## src/rtl/ps2_key_receiver.sv

```systemverilog
// ps2_key_receiver: PS/2 device-to-host frame receiver with E0/F0 prefix decoding.
module ps2_key_receiver #(
   parameter int FILTER_LEN     = 4,
   parameter int TIMEOUT_CYCLES = 5000
) (
   input  logic        clk,
   input  logic        reset,
   input  logic        ps2_clk,
   input  logic        ps2_data,
   output logic [10:0] ps2_key,
   output logic        frame_err,
   output logic        busy
);
   localparam int TW = $clog2(TIMEOUT_CYCLES + 1);
   localparam logic [3:0] F_MAX = 4'(FILTER_LEN - 1);
   localparam logic [TW-1:0] T_MAX = TW'(TIMEOUT_CYCLES - 1);
   logic          clk_s1, clk_s2, dat_s1, dat_s2, filt, fall_evt;
   logic [3:0]    fcnt, bit_cnt;
   logic [7:0]    shreg;
   logic          parity, ext_flag, rel_flag;
   logic [TW-1:0] to_cnt;
   assign busy = bit_cnt != 4'd0;
   always_ff @(posedge clk) begin
      if (!reset) begin
         {clk_s1, clk_s2, dat_s1, dat_s2, filt} <= 5'b11111;
         fcnt      <= '0;
         fall_evt  <= 1'b0;
         bit_cnt   <= '0;
         shreg     <= '0;
         parity    <= 1'b0;
         ext_flag  <= 1'b0;
         rel_flag  <= 1'b0;
         to_cnt    <= '0;
         ps2_key   <= '0;
         frame_err <= 1'b0;
      end else begin
         {clk_s1, clk_s2, dat_s1, dat_s2} <= {ps2_clk, clk_s1, ps2_data, dat_s1};
         frame_err <= 1'b0;
         fall_evt  <= filt && !clk_s2 && fcnt == F_MAX;
         // filtered clock only follows after FILTER_LEN consecutive differing samples
         if (clk_s2 == filt) fcnt <= '0;
         else if (fcnt == F_MAX) begin
            filt <= clk_s2;
            fcnt <= '0;
         end else fcnt <= fcnt + 4'd1;
         if (fall_evt) begin
            to_cnt <= '0;
            if (bit_cnt == 4'd0) bit_cnt <= dat_s2 ? 4'd0 : 4'd1;
            else if (bit_cnt <= 4'd8) begin
               shreg   <= {dat_s2, shreg[7:1]};
               bit_cnt <= bit_cnt + 4'd1;
            end else if (bit_cnt == 4'd9) begin
               parity  <= dat_s2;
               bit_cnt <= 4'd10;
            end else begin
               bit_cnt <= 4'd0;
               if (!(^{shreg, parity}) || !dat_s2) begin
                  frame_err <= 1'b1;
                  ext_flag  <= 1'b0;
                  rel_flag  <= 1'b0;
               end else if (shreg == 8'hE0) ext_flag <= 1'b1;
               else if (shreg == 8'hF0) rel_flag <= 1'b1;
               else begin
                  ps2_key  <= {~ps2_key[10], rel_flag, ext_flag, shreg};
                  ext_flag <= 1'b0;
                  rel_flag <= 1'b0;
               end
            end
         end else if (busy && to_cnt == T_MAX) begin
            bit_cnt   <= '0;
            ext_flag  <= 1'b0;
            rel_flag  <= 1'b0;
            frame_err <= 1'b1;
            to_cnt    <= '0;
         end else to_cnt <= busy ? to_cnt + 1'b1 : '0;
      end
   end
endmodule

```

## config.mk

```make
export PLATFORM = sky130hd
export DESIGN_NAME = ps2_key_receiver
export DESIGN_NICKNAME = d
export VERILOG_FILES = /design/src/rtl/ps2_key_receiver.sv
export SDC_FILE = /design/constraint.sdc
export NUM_CORES = 1
export LEC_CHECK = 0
export CORE_AREA = 2 2 73 75
export CTS_BUF_LIST = sky130_fd_sc_hd__clkbuf_4 sky130_fd_sc_hd__clkbuf_8
export CTS_CLUSTER_SIZE = 10
export DETAILED_ROUTE_END_ITERATION = 8
export DIE_AREA = 0 0 75 77
export GPL_TIMING_DRIVEN = 0
export PLACE_DENSITY = 0.73
export SLEW_MARGIN = 20
export SYNTH_ARGS = -nofsm -noshare
export SYNTH_HDL_FRONTEND = slang
export SYNTH_SLANG_ARGS = --single-unit
```

## constraint.sdc

```tcl
create_clock -name clk -period 2.6 [get_ports clk]
set_clock_uncertainty 0.2 [all_clocks]
set_input_delay 0.52 -clock clk [delete_from_list [all_inputs] [get_ports clk]]
set_output_delay 0.52 -clock clk [all_outputs]
set_load 0.01 [all_outputs]
```

==> reports/metrics.yaml <==
timing:
  slew_violations: 0
  worstMarginPinSlew_ns: 0.604
  rsz0062_at_grt: "no"
  final.min_clock_period_ns: 2.43
  setup_viol: 0
  period_share_pct: 93.6
  hold_viol: 0
  timing.fmax_mhz: 411
  tns_ns: 0
  hold_ws_ns: 0.211
  maxSlewHeadroom_pct: 59.3
logic_synthesis:
  async_flop_share_pct: 0
  synthFlopType: "dfxtp_1"
  synth.distinct_cells: 38
  ys_ff_latch: 50
  syn_inst: 234
  yosysSeqAreaShare_pct: 46.0
  synth-edff-count: 0
  ys_warn_count: 0
  avgSynthCellArea_um2: 9.29
  synth_area_um2: 2170
  synth_nets: 244
setup_path:
  cp_cell_sequence: "inv_1 -> ha_1 -> or3b_4 -> dlygate4sd2_1"
  endpoint_kind: "output pin"
  required_ns: 1.88
  critical_path.slowest_cell: "or3b_4"
  timing.critical_path.buf_inv: 2
  max_stage_delay_ns: 0.45
  critPathMaxFanout: 7
  crit_arrival_ns: 1.71
  critical_path_class: "reg -> out"
  crit_family: "simple AND/OR/NAND/NOR gates"
  cp-start-kind: "flop"
power:
  total_power_mw: 1.24
  p_sw_share_pct: 21.3
  p_sw_mw: 0.264
  ir_drop_v: 0.000357
  p_int_mw: 0.978
  power_frac_seq_pct: 62.0
  pwr-share-clk_pct: 36.1
  p_per_area_nw_per_um2: 495
  leakagePower_nw: 0.925
  pwr-share-comb_pct: 1.9
clock_network:
  cts_max_path_buffers: 2
  clkSinkCount: 50
  clock_latency_ns: 0.30
  cts_buffers: 5
  cts-root-buf: "clkbuf_8"
  htree_num_levels: 2
  cts.clk_slew.worst_paths_ns: 0.09
  cts_tree: "built"
die:
  die_area_um2: 5780
  die_w_um: 75
  start_util_pct: 43.7
  die_h_um: 77
  row_count: 26
  io_pins: 17
  coreArea_um2: 4980
layout:
  post-route-cell-area_um2: 2510
  nets: 266
  area_growth_pct: 15.4
  layout-drive-gt1-share_pct: 6.23
  antenna_cells: 0
placed_design:
  postPlaceCellArea_um2: 2420
  dp.final_hpwl_um: 2810
  portBuffers: 16
  gp_congestion: 0.791
grt:
  grtUsageTotal_pct: 15.1
  grt_overflow_total: 0
  antenna_found_initial: 0
  grt_pass1_vias: 1510
  grt_pass1_wl_um: 6800
  grt_max_degree: 16
detailed_routing:
  drtIter0Drc: 96
  drt_pre_antenna_iters: 6
  drc: 0
  routed_via_density: 4.91
  vias: 1606
  ant_nets: 0
  wl_per_cell_um: 11.7
  wirelength_um: 3840
outcome:
  status: "completed"
worst_hold_path:
  hold_path_class: "reg -> reg"
flow_run:
  cap_violations: 0
-- per-stage QoR --
stage	worst slack (ns)	util (%)	std cells
6_report	0.166	50.4	327
5_1_grt	0.0509	50.4	327
4_1_cts	0.0277	50.4	327
3_5_place_dp	0.0601	48.7	320
3_3_place_gp	0.101	48.7	320
2_1_floorplan	0.449	-	234
-- worst reg2reg max path: cells and delay by family (launching register included) --
family | cells | cell delay [ns]
multiplexers | 1 | 0.27
flip-flops | 1 | 0.45
AO/OA/AOI/OAI | 1 | 0.52
buffers and inverters | 1 | 0.07
adder cells (fa/ha/maj) | 1 | 0.24
AND/OR/NAND/NOR | 3 | 0.40
-- synthesized netlist by cell type, types with 2 or more instances --
cell type	count	area [µm²]
dfxtp_1	50	1000
nor2_1	34	128
nand2_1	29	109
mux2i_1	20	200
xnor2_1	10	87.6
inv_1	9	33.8
nand3_1	9	45.0
clkbuf_1	7	26.3
nand2b_1	7	43.8
xor2_1	7	61.3
a21oi_1	6	30.0
ha_1	6	75.1
and3_1	4	25.0
nand4_1	4	25.0
nor4b_1	3	26.3
o21ai_0	3	15.0
a41oi_1	2	17.5
nand4b_1	2	17.5
nor2b_1	2	12.5
xnor2_2	2	32.5
-- area by class of cell --
cell class / count / area (µm²)
fill: 473 / 2470
multi-input combinational: 166 / 1100
sequential: 50 / 1000
timing repair buffer: 16 / 159
tap: 70 / 87.6
clock buffer: 6 / 76.3
buffer: 8 / 38.8
inverter: 9 / 33.8
clock inverter: 2 / 13.8
-- cells in the final DEF (no fill, tap or decap), drive strengths merged, types with 2 or more instances in the layout --
cell | synthesis | routed
nor4b | 3 | 3
mux2i | 20 | 20
nand2b | 7 | 7
clkbuf | 7 | 12
clkinv | 0 | 2
nor2b | 2 | 2
and3 | 4 | 4
xor2 | 7 | 7
nand4 | 4 | 4
a21oi | 6 | 6
inv | 9 | 9
xnor2 | 12 | 12
o21ai | 3 | 3
ha | 6 | 6
nand2 | 29 | 29
buf | 2 | 2
clkdlybuf4s50 | 0 | 15
nand3 | 9 | 9
a41oi | 2 | 2
nor2 | 34 | 34
dfxtp | 50 | 50
nand4b | 2 | 2
-- state kept, by name, indices dropped and copies added, names as in the netlist --
register / count
bit_cnt: 4
rel_flag: 1
clk_s1: 1
fcnt: 4
ext_flag: 1
frame_err: 1
ps2_key: 11
to_cnt: 13
filt: 1
clk_s2: 1
fall_evt: 1
shreg: 8
dat_s2: 1
dat_s1: 1
parity: 1
-- cells by family after synthesis --
logic type               after synthesis  synth area share [%]
multiplexers                          21                  9.72
buffers and inverters                 18                  3.51
adder cells (fa/ha/maj)                6                  3.45
XOR/XNOR                              20                  9.38
AO/OA/AOI/OAI                         18                  5.35
AND/OR/NAND/NOR                      101                  22.6
flip-flops                            50                  46.0
-- routing by layer --
metal  share of wire, %  global-route usage, %  vias to the layer above
met3                2.3                   3.55                        5
met2                 47                   23.3                       14
met4                1.3                   4.82                        0
met1                 50                   20.5                      752
li1                   -                      -                      835
met5                  0                      0                        -
-- path summary, 6_finish.rpt --
kind	slack, ns	start	to	cells past startpoint
worst min-delay path	0.21	clk_s1$_SDFF_PN1_	clk_s2$_SDFF_PN1_	1
worst max register to register	0.33	bit_cnt[0]$_SDFFE_PN0P_	bit_cnt[3]$_SDFFE_PN0P_	7
worst min register to register	0.21	clk_s1$_SDFF_PN1_	clk_s2$_SDFF_PN1_	1
worst max-delay path	0.17	bit_cnt[0]$_SDFFE_PN0P_	busy	4
-- timing repair --
action	4_1_cts	5_1_grt
gates resized for setup	1	1
hold buffers	0	0
endpoints found under the setup margin	1	1
buffers inserted	0	0
-- power by group through the flow --
stage	Clock [mW]	Combinational (mW)	Sequential, mW
floorplan	0	0.0136	0.787
global placement	0	0.0233	0.788
detailed placement	0	0.0238	0.788
CTS	0.464	0.0239	0.770
global route	0.502	0.0275	0.771
finish	0.448	0.0235	0.770
Power figures use the tool's default switching activity.
